File: config.mk
export PLATFORM = sky130hd
export DESIGN_NAME = scanner_buffer_unit
export DESIGN_NICKNAME = d
export VERILOG_FILES = /design/src/rtl/scanner_buffer_unit_pkg.sv /design/src/rtl/scanner_buffer_unit_strobe_edge.sv /design/src/rtl/scanner_buffer_unit.sv
export SDC_FILE = /design/constraint.sdc
export NUM_CORES = 1
export LEC_CHECK = 0
export ABC_AREA = 1
export CAP_MARGIN = 15
export CORE_UTILIZATION = 53
export CTS_CLUSTER_SIZE = 25
export DETAILED_ROUTE_END_ITERATION = 16
export PLACE_DENSITY = 0.76
export SKIP_LAST_GASP = 1
export SLEW_MARGIN = 20
export SYNTH_ARGS = -nofsm -noshare
export SYNTH_HDL_FRONTEND = slang
export SYNTH_SLANG_ARGS = --single-unit
File: constraint.sdc
create_clock -name clk -period 2.1 [get_ports clk]
set_input_delay 0.63 -clock clk [delete_from_list [all_inputs] [get_ports clk]]
set_output_delay 0.63 -clock clk [all_outputs]
set_load 0.01 [all_outputs]
File: src/rtl/scanner_buffer_unit_pkg.sv
// Shared definitions for the scanner buffer unit: default sizes and the FSM state encoding.
package scanner_buffer_unit_pkg;

  localparam int DATA_W_DEF      = 8;
  localparam int DEPTH_DEF       = 8;
  localparam int READY_LEVEL_DEF = 6;
  localparam int LP_TIMEOUT_DEF  = 50;

  typedef enum logic [2:0] {
    ST_IDLE      = 3'd0,
    ST_SCANNING  = 3'd1,
    ST_READY     = 3'd2,
    ST_TRANSFER  = 3'd3,
    ST_LOW_POWER = 3'd4
  } state_t;

endpackage

File: src/rtl/scanner_buffer_unit_strobe_edge.sv
// Rising-edge detector for a PIO strobe level.
// History resets high, so a strobe that is already high when reset releases does not fire.
module strobe_edge (
  input  logic clk,
  input  logic rst,
  input  logic strobe,
  output logic pulse
);

  logic prev;

  // Remember last cycle's strobe level so a 0->1 transition can be spotted.
  always_ff @(posedge clk or negedge rst) begin
    if (!rst) prev <= 1'b1;
    else      prev <= strobe;
  end

  assign pulse = strobe & ~prev;

endmodule

File: src/rtl/scanner_buffer_unit.sv
// Scan-data buffer: CPU pushes samples into a small FIFO, the block flags READY at a fill
// level, then the CPU drains it one byte per read strobe before the block drops to low power.
module scanner_buffer_unit
  import scanner_buffer_unit_pkg::*;
#(
  parameter int DATA_W      = DATA_W_DEF,
  parameter int DEPTH       = DEPTH_DEF,
  parameter int READY_LEVEL = READY_LEVEL_DEF,
  parameter int LP_TIMEOUT  = LP_TIMEOUT_DEF
) (
  input  logic              clk,
  input  logic              rst,
  input  logic              start_scan,
  input  logic              transfer_input,
  input  logic              wr_en,
  input  logic              read_inc,
  input  logic [DATA_W-1:0] data_in,
  output logic [DATA_W-1:0] data_out,
  output logic [DATA_W-1:0] data_out_cpu,
  output logic              ready_to_transfer,
  output logic              overflow,
  output logic [2:0]        state
);

  localparam int PTR_W = $clog2(DEPTH);
  localparam int CNT_W = PTR_W + 1;
  localparam int LP_W  = $clog2(LP_TIMEOUT);

  localparam logic [CNT_W-1:0] FULL_CNT     = CNT_W'(DEPTH);
  localparam logic [CNT_W-1:0] PRE_READY    = CNT_W'(READY_LEVEL - 1);
  localparam logic [CNT_W-1:0] ONE_CNT      = CNT_W'(1);
  localparam logic [LP_W-1:0]  LP_LAST      = LP_W'(LP_TIMEOUT - 1);

  logic              scan_pulse, xfer_pulse, wr_pulse, rd_pulse;
  state_t            cur_state, next_state;
  logic [PTR_W-1:0]  wr_ptr, rd_ptr, rd_ptr_next;
  logic [CNT_W-1:0]  count, count_next;
  logic [LP_W-1:0]   lp_cnt;
  logic [DATA_W-1:0] mem [DEPTH];
  logic [DATA_W-1:0] head_next;
  logic              do_push, do_pop, drop;

  strobe_edge u_scan_edge (.clk(clk), .rst(rst), .strobe(start_scan),     .pulse(scan_pulse));
  strobe_edge u_xfer_edge (.clk(clk), .rst(rst), .strobe(transfer_input), .pulse(xfer_pulse));
  strobe_edge u_wr_edge   (.clk(clk), .rst(rst), .strobe(wr_en),          .pulse(wr_pulse));
  strobe_edge u_rd_edge   (.clk(clk), .rst(rst), .strobe(read_inc),       .pulse(rd_pulse));

  // Decide what this edge does: push, pop, drop, and where the FSM goes next.
  always_comb begin
    do_push    = 1'b0;
    do_pop     = 1'b0;
    drop       = 1'b0;
    next_state = cur_state;
    case (cur_state)
      ST_IDLE: begin
        if (scan_pulse) next_state = ST_SCANNING;
      end
      ST_SCANNING: begin
        if (wr_pulse && count != FULL_CNT) begin
          do_push = 1'b1;
          if (count >= PRE_READY) next_state = ST_READY;
        end
      end
      ST_READY: begin
        if (wr_pulse) begin
          if (count == FULL_CNT) drop = 1'b1;
          else                   do_push = 1'b1;
        end
        if (xfer_pulse) next_state = ST_TRANSFER;
      end
      ST_TRANSFER: begin
        if (rd_pulse) begin
          do_pop = 1'b1;
          if (count == ONE_CNT) next_state = ST_LOW_POWER;
        end
      end
      ST_LOW_POWER: begin
        if (scan_pulse)            next_state = ST_SCANNING;
        else if (lp_cnt == LP_LAST) next_state = ST_IDLE;
      end
      default: next_state = ST_IDLE;
    endcase
  end

  // Post-update occupancy and head byte; a push into an empty FIFO becomes the head directly.
  always_comb begin
    count_next  = count;
    rd_ptr_next = rd_ptr;
    if (do_push) count_next = count + ONE_CNT;
    if (do_pop) begin
      count_next  = count - ONE_CNT;
      rd_ptr_next = rd_ptr + PTR_W'(1);
    end
    if (count_next == '0)               head_next = '0;
    else if (do_push && count == '0)    head_next = data_in;
    else                                head_next = mem[rd_ptr_next];
  end

  // FIFO storage; contents survive reset and are masked by a zero count.
  always_ff @(posedge clk) begin
    if (do_push) mem[wr_ptr] <= data_in;
  end

  // FSM state, FIFO bookkeeping and all registered outputs.
  always_ff @(posedge clk or negedge rst) begin
    if (!rst) begin
      cur_state         <= ST_IDLE;
      wr_ptr            <= '0;
      rd_ptr            <= '0;
      count             <= '0;
      lp_cnt            <= '0;
      data_out          <= '0;
      data_out_cpu      <= '0;
      ready_to_transfer <= 1'b0;
      overflow          <= 1'b0;
    end else begin
      cur_state         <= next_state;
      count             <= count_next;
      rd_ptr            <= rd_ptr_next;
      data_out_cpu      <= head_next;
      ready_to_transfer <= (next_state == ST_READY);
      if (do_push) begin
        wr_ptr   <= wr_ptr + PTR_W'(1);
        data_out <= data_in;
      end
      if (drop) overflow <= 1'b1;
      if (cur_state == ST_LOW_POWER && next_state == ST_LOW_POWER) lp_cnt <= lp_cnt + LP_W'(1);
      else                                                         lp_cnt <= '0;
    end
  end

  assign state = cur_state;

endmodule
---- Word level (Yosys, flattened, before mapping) ----
Memories as Yosys holds them, arrays and structs flattened.
Cells that the tools add are included.
storage, ports and cells
  flip-flop bits (word level) ............. 41
  bits in writable memories ............... 64
  input port bits ......................... 14
  output and inout port bits .............. 21
  word-level logic and storage cells ...... 70
  memories kept ........................... 1
cells by class
  add/subtract/negate cells ............... 5
  $lt $le $gt $ge ......................... 1
  equality and inequality tests ........... 10
  muxes and demuxes ....................... 26
  bitwise operators ....................... 8
  reductions and logical operators ........ 6
memory list
  name  words  width  read ports  clocked after Yosys merged registers in  wr ports  line                       text
  mem   8      8      1           0                                        1         scanner_buffer_unit.sv:39  logic [DATA_W-1:0] mem [DEPTH];
operators by type and width
  cell                   count
  $mux W3                9
  $mux W8                2
  $pmux W3 S5            1
  $mux W1                10
  $eq A3 B2 Y1 const B   3
  $logic_not A4 Y1       2
  $mux W4                2
  $add A3 B1 Y3 const B  2
  $add A6 B1 Y6 const B  1
  $eq A3 B3 Y1 const B   2
  $eq A6 B6 Y1 const B   1
  $mux W6                1
  $add A4 B1 Y4 const B  1
  $and A1 B1 Y1          4
  $eq A4 B1 Y1 const B   1
  $eq A4 B4 Y1 const B   1
  $ge A4 B3 Y1 const B   1
  $ne A4 B4 Y1 const B   1
  $not A1 Y1             4
  $sub A4 B1 Y4 const B  1
  $eq A3 B1 Y1 const B   1
  $logic_and A1 B1 Y1    3
  $logic_not A3 Y1       1
  $pmux W1 S2            1

---- Depth between registers and ports, before layout ----
Gate-level depths: netlist of the first run.
  word-level depth ........................ 9
  mapped depth ............................ 14
  depth with buffers taken out ............ 14

---- By module ----
From an unflattened synthesis of the first run, not the netlist that was laid out.
second synthesis, totals
  cell total of the unflattened synthesis .. 462
  area, all modules ....................... 4,668.2 sq um
by module, submodules not included
  module               times used  cells an instance  area an instance (sq um)  sequential area each (sq um)
  scanner_buffer_unit  1           450                4,523.1                   2,847.7
  strobe_edge          4           3                  36.3                      26.3

---- Least setup slack after synthesis of the first run ----
No wires, ideal clock.
  path type ............................... reg-to-reg
  start point ............................. register count[0]
  end point ............................... memory mem[4][0] in the netlist's numbering, enable pin
  library setup time ...................... 370 ps
  data arrival time ....................... 1,910 ps
  required time ........................... 1,730 ps
  path slack .............................. -180 ps
  stages on the path, launching flop included .. 10
  path buffers ............................ 1
  clock period less this slack ............ 2,280 ps
  cell sequence ........................... dfrtp_1 -> inv_1 -> ha_1 -> nand2_1 -> nor2_1 -> nor2_2 -> nand2_2 -> buf_6 -> or2_2 -> nor2_1
between the ends
  word-level cells in the longest chain between the ends .. 6
  elaborated cells between the ends (all ways) .. 9
  classes of those cells .................. eq/ne (2); mux (6); reduce/logical (1)
RTL lines
  element                                                line                                                  text
  from (decl)                                            scanner_buffer_unit.sv:37                             logic [CNT_W-1:0] count, count_next;
  from (signal assigned)                                 scanner_buffer_unit.sv:118                            count <= count_next;
  $eq A4 B4 Y1 / $ne A4 B4 Y1 (equally long branches)    scanner_buffer_unit.sv:66, scanner_buffer_unit.sv:59
  $mux W1 / $logic_and A1 B1 Y1 (equally long branches)  scanner_buffer_unit.sv:66, scanner_buffer_unit.sv:59
  $mux W1, on equally long branches                      scanner_buffer_unit.sv:65, scanner_buffer_unit.sv:59
  $pmux W1 S2 (*)                                        scanner_buffer_unit.sv:54                             case (cur_state)
  $mux W1 (*)                                            scanner_buffer_unit.sv:101                            if (do_push) mem[wr_ptr] <= data_in;
  $mux W1 (implied by the code) (*)                      scanner_buffer_unit.sv:101
  to (decl)                                              scanner_buffer_unit.sv:39
Every way passes the cells marked *; elsewhere a longest branch is shown, timed or not.

---- Worst setup path in the final report of the first run ----
  start point ............................. register cur_state[0] (netlist: state[0])
  end point ............................... output port state[0]
RTL lines
  element                 line                        text
  from (decl)             scanner_buffer_unit.sv:35   state_t cur_state, next_state;
  from (signal assigned)  scanner_buffer_unit.sv:117  cur_state <= next_state;
  to (decl)               scanner_buffer_unit.sv:22   output logic [2:0] state
No word-level cell between the ends.

==> reports/results.tsv, run 1 <==
stage	metric	value	unit
worst_setup_path	R2R Setup Slk	120	ps
yosys	synthesized flop and latch total	105	
sta	Final WS setup	58.87	ps
cts	TritonCTS buffer count	9	
job	Max Cap Viol	0	
yosys	library cells used by synthesis	35	
cts	H-tree depth	3	
yosys	Post-Syn Area	4795	um^2
yosys	Seq/Total Area, Yosys	61.59	%
placed_design	HPWL Detailed	7.575	mm
die	initial core utilization	54.98	%
grt	largest net degree at the start of global routing	42	
sta	worst slew pin tran	522.5	ps
cts	clk sink count	105	
worst_setup_path	Worst path slowest cell	clkdlybuf4s50_1	
die	Rows	34	
die	I/O pins	35	
yosys	synth warn	0	
grt	Tot GR Track Use	23.15	%
routing	WL/cell	16.23	um
layout	ANT cells	0	
status	status	finished, final reports clean	
grt	vias in the first global route	3421	
placed_design	gp weighted congestion	0.8462	
die	Die ar.	9430	um^2
grt	initial antenna violation count	0	
placed_design	PortBufs	34	
sta	Slew headroom	65.17	%
routing	total wire length	10.68	mm
routing	1st-iter DRT viols	251	
routing	Post-route DRC	0	
grt	first-pass GRT wire length	16.77	mm
cts	TritonCTS clock tree	yes	
grt	grt total ovfl	0	
sta	Clock Skews	15.03	ps
layout	Area growth syn-to-layout	22.29	%
die	die height	97.11	um
placed_design	Place WS	-402.4	ps
routing	ANT nets after route	0	
sta	hold_ws	312.4	ps
die	Die X	97.11	um
layout	layout cells sized above 1	20.91	%
yosys	syn_nets	489	
sta	Pins Over Slew Limit	0	
worst_setup_path	Critical Path End Type	output port	
die	Core Region	8721	um^2
worst_setup_path	cells along the critical path	clkdlybuf4s50_1	
sta	max frequency	0.4899	GHz
pwr	power per cell area	1251	nW/um^2
worst_setup_path	Bufs and invs on worst path	1	
worst_setup_path	Worst Path Max Fanout	6	
worst_setup_path	Setup CP Type	flip-flop to output port	
yosys	top-area cell type share of the netlist area	40.08	%
worst_setup_path	Crit path largest cell delay	580	ps
yosys	Cells after Synth	467	
worst_setup_path	Startpoint Class	flip-flop	
sta	Final setup viols	0	
cts	CTS root buffer	clkbuf_8	
pwr	peak supply drop	565.7	uV
layout	Nets	567	
cts	Clock Path Buffers	2	
yosys	synth top area cells	edfxtp_1, dfrtp_1, nand2_1	
pwr	Leakage	2.567	nW
worst_setup_path	Worst path top cell family by delay	buffers and inverters	
worst_setup_path	Worst Path Arrival	1410	ps
yosys	Syn Area/Cell	10.27	um^2
cts	clk slew on worst S/H paths	100	ps
worst_setup_path	Critical Path RT	1470	ps
routing	Vias	3539	
hold_path	Worst Hold Class	input pin to async pin	
sta	Final Critical Period	2041	ps
cts	clk_lat worst skew	380	ps
sta	period utilisation layout	97.20	%
sta	Final Hold Viols	0	
routing	drt first pass iters	5	
yosys	top cell type by total area after synthesis	edfxtp_1	
routing	routed vias/inst	5.378	
-- registers in the layout (all words and copies together) (netlist names) --
signal / count
data_out: 8
lp_cnt: 6
rd_ptr: 3
u_xfer_edge.prev: 1
overflow: 1
wr_ptr: 3
mem: 64
u_scan_edge.prev: 1
u_rd_edge.prev: 1
u_wr_edge.prev: 1
ready_to_transfer: 1
state: 3
data_out_cpu: 8
count: 4
-- cells in the final DEF (no fill, tap or decap), types with 11 or more instances in the layout --
cell and count:
nor2_2 14, o21ai_0 11, nor2_1 56, inv_1 38, nand2_1 133, dfrtp_1 36, edfxtp_1 64, buf_4 32
nand3_1 41, clkdlybuf4s50_1 32
-- per-layer routing --
metal  vias up  share of wire [%]  GRT usage (%)  routed length (um)
met5         -                  0              0                   0
met4         0                2.5          10.33                 266
met3        26                7.0          4.101                 751
met2       139                 50          37.59                5300
met1      1710                 41          30.64                4361
li1       1664                  -              -                   -
-- Yosys cell counts (all sizes together) --
cell / instances
o2111ai: 1
o21ai: 13
ha: 8
nand3: 52
dfrtp: 37
a41o: 1
nor2: 73
nand3b: 1
xor2: 4
nand4: 1
edfxtp: 64
nand2: 145
inv: 44
dfstp: 4
nor3: 3
xnor2: 1
a21oi: 2
or2: 1
buf: 10
nor3b: 2
-- what timing repair did --
action | in CTS | in global routing
pin swaps | 0 | 5
buffers inserted | 0 | 7
endpoints found under the setup margin | 2 | 66
cloned | 0 | 2
hold buffers | 0 | 0
gates resized for setup | 2 | 12
-- power breakdown --
group / switching, W / internal, W
clock: 0.000706 / 0.000561
sequential: 0.000248 / 0.00254
combinational: 0.00186 / 0.00142
total: 0.00282 / 0.00452
-- through the flow --
stage	utilization, %	std cells	area (um^2)	TNS, ps	power [W]
after floorplan	-	467	4805	-3213	0.004691
after global placement	63.36	633	5525	-19350	0.005686
after detailed placement	63.36	633	5525	-21200	0.005816
after CTS	65.74	649	5733	0	0.007082
after global routing	67.23	658	5863	-7.555	0.007752
final	67.23	658	5863	0	0.007336
-- kinds of logic after synthesis --
| kind of cell | after synthesis | share of synthesized area [%] |
|---|---|---|
| flip-flops | 105 | 61.59 |
| buffers and inverters | 54 | 5.637 |
| XOR/XNOR | 5 | 1.305 |
| AO/OA/AOI/OAI | 17 | 2.270 |
| adder cells (fa/ha/maj) | 8 | 2.088 |
| AND/OR/NAND/NOR | 278 | 27.11 |
-- final timing paths --
path / start / endpoint / cells after the start
max in group asynchronous: rst / state[2] / 2
min reg2reg: overflow / overflow / 1
max reg2reg: count[0] / mem[2][4] / 9
max: state[0] / state[0] / 1
min in group clk: read_inc / u_rd_edge.prev / 1
min: rst / wr_ptr[1] / 2
-- cell type report --
type / count / area [um^2]
Sequential cell: 105 / 2954
Fill cell: 639 / 2858
Multi-Input combinational cell: 308 / 1604
Timing Repair Buffer: 77 / 803.3
Inverter: 44 / 165.2
Tap cell: 108 / 135.1
Clock buffer: 9 / 123.9
Clock inverter: 7 / 77.57
(Power assumes the default switching activity.)
==> inputs of run 2 (changes only) <==
HOLD_SLACK_MARGIN = 0.08   (was not set)
==> results of run 2 <==
Final layout, timing and power as in run 1 (identical DEF).
==> inputs of run 3 (changes only) <==
CORE_MARGIN = 2   (was not set)
REMOVE_ABC_BUFFERS = 1   (was not set)
==> reports/results.tsv, run 3 (same netlist as run 1, synthesis figures left out) <==
stage	metric	value	unit
layout	Area growth syn-to-layout	22.44	%
worst_setup_path	cells along the critical path	clkdlybuf4s50_1	
grt	grt total ovfl	0	
cts	hold buffer count at cts	0	
layout	fin util	66.99	%
placed_design	Place WS	-386.4	ps
routing	1st-iter DRT viols	437	
worst_setup_path	Worst Path Max Fanout	4	
job	Max Cap Viol	0	
worst_setup_path	Crit path largest cell delay	560	ps
pwr	Leakage	2.581	nW
grt	initial antenna violation count	0	
routing	ANT nets after route	0	
routing	drt first pass iters	6	
worst_setup_path	Worst path top cell family by delay	buffers and inverters	
layout	most common cell after layout, fill and taps aside	nand2_1	
cts	Clock Path Buffers	2	
cts	TritonCTS clock tree	yes	
routing	Post-route DRC	0	
grt	first-pass GRT wire length	16.42	mm
worst_setup_path	Setup CP Type	flip-flop to output port	
die	I/O pins	35	
placed_design	PortBufs	34	
layout	Largest Register	mem	
die	die height	99.11	um
worst_setup_path	Worst path slowest cell	clkdlybuf4s50_1	
worst_setup_path	Worst Path Arrival	1390	ps
die	Rows	34	
routing	Vias	3571	
die	Die X	99.11	um
die	initial core utilization	54.71	%
routing	routed vias/inst	5.362	
sta	Final Critical Period	2019	ps
sta	Final WS setup	80.60	ps
placed_design	HPWL Detailed	7.008	mm
grt	largest net degree at the start of global routing	42	
sta	Pins Over Slew Limit	0	
grt	vias in the first global route	3304	
layout	Nets	575	
routing	total wire length	10.82	mm
cts	TritonCTS buffer count	9	
worst_setup_path	Critical path origin	state[2]	
layout	ANT cells	0	
grt	Tot GR Track Use	21.67	%
sta	worst slew pin tran	719.0	ps
sta	Final Hold Viols	0	
placed_design	gp weighted congestion	0.8126	
layout	max reg flops	64	
pwr	power per cell area	1244	nW/um^2
sta	max frequency	0.4952	GHz
hold_path	Worst Hold Class	input pin to async pin	
die	Core Region	8763	um^2
layout	layout cells sized above 1	22.94	%
layout	most frequent cells in the layout	nand2_1, edfxtp_1, nor2_1, buf_4, nand3_1	
worst_setup_path	Critical Path End Type	output port	
cts	H-tree depth	3	
layout	Regs by FF count	mem: 64 flops, data_out: 8 flops, data_out_cpu: 8 flops	
cts	clk_lat worst skew	380	ps
pwr	peak supply drop	446.1	uV
worst_setup_path	Bufs and invs on worst path	1	
worst_setup_path	Startpoint Class	flip-flop	
die	Die ar.	9823	um^2
cts	clk slew on worst S/H paths	110	ps
sta	period utilisation layout	96.16	%
status	status	finished, final reports clean	
sta	Clock Skews	13.85	ps
cts	clk sink count	105	
cts	CTS root buffer	clkbuf_8	
worst_setup_path	reg-to-reg startpoint	count[1]	
sta	Slew headroom	52.07	%
sta	Final setup viols	0	
routing	WL/cell	16.25	um
worst_setup_path	Critical Path RT	1470	ps
run 3: changes by cell type in the layout (fill, tap and decap cells not counted), sizes merged:
cell	previous run	this run
nand2	145	148
buf	42	49
clkinvlp	3	2
bufinv	1	0
clkbuf	11	9
inv	46	48
run 3: report_power, final:
| part | leakage, nW | internal (W) | switching (W) | total [W] |
|---|---|---|---|---|
| logic | 1.41 | 0.00138 | 0.00193 | 0.00331 |
| registers | 1.08 | 0.00254 | 0.000247 | 0.00279 |
| clock network | 0.0901 | 0.000454 | 0.000743 | 0.00120 |
run 3: repair_timing:
action	4_1_cts	5_1_grt
gates cloned	0	3
pin swaps	1	8
resized for setup	2	32
setup endpoints to repair	34	55
buffers inserted	2	10
run 3: worst reg2reg max path: stages, from the launching register on:
cell,delay (ps)
dfrtp_1,410
inv_2,90
ha_2,180
nand2_1,60
nor2_2,130
nor2_2,70
nand2_2,120
buf_4,170
inv_2,70
buf_12,120
nand3_4,90
buf_6,150
nand2_1,70
nor2_1,100
nor2_1,50
run 3: final cells by class:
type / count / area (um^2)
clock buffer: 9 / 123.9
clock inverter: 7 / 60.06
fill: 636 / 2893
inverter: 44 / 167.7
multi-input combinational: 311 / 1685
sequential: 105 / 2957
tap: 108 / 135.1
timing repair buffer: 82 / 742.0
run 3: worst paths after layout:
| check | depth (start not counted) | slack, ps | end |
|---|---|---|---|
| setup / recovery | 1 | 80 | state[2] |
| hold / removal | 1 | 290 | count[0] |
| setup reg to reg | 14 | 120 | data_out_cpu[0] |
| hold reg to reg | 1 | 480 | overflow |
| max in group asynchronous | 2 | 1210 | data_out[1] |
| min in group clk | 1 | 480 | overflow |
run 3: metal layers:
metal	up-vias	track usage, %	part of all wire, %
li1	1691	-	-
met1	1650	30.51	41
met2	199	34.62	47
met3	31	3.303	9.3
met4	0	7.903	2.6
met5	-	0	0
run 3: through the flow:
step	setup TNS, ps	instances	total power (W)	hold slack (ps)	area, um^2
detailed placement	-20680	635	0.005667	472.8	5455
finish	0	666	0.007301	292.6	5871
global placement	-19520	635	0.005540	449.5	5455
global route	-46.17	666	0.007763	314.3	5871
CTS	0	653	0.006878	309.6	5658
floorplan	-9351	457	0.004484	334.4	4690
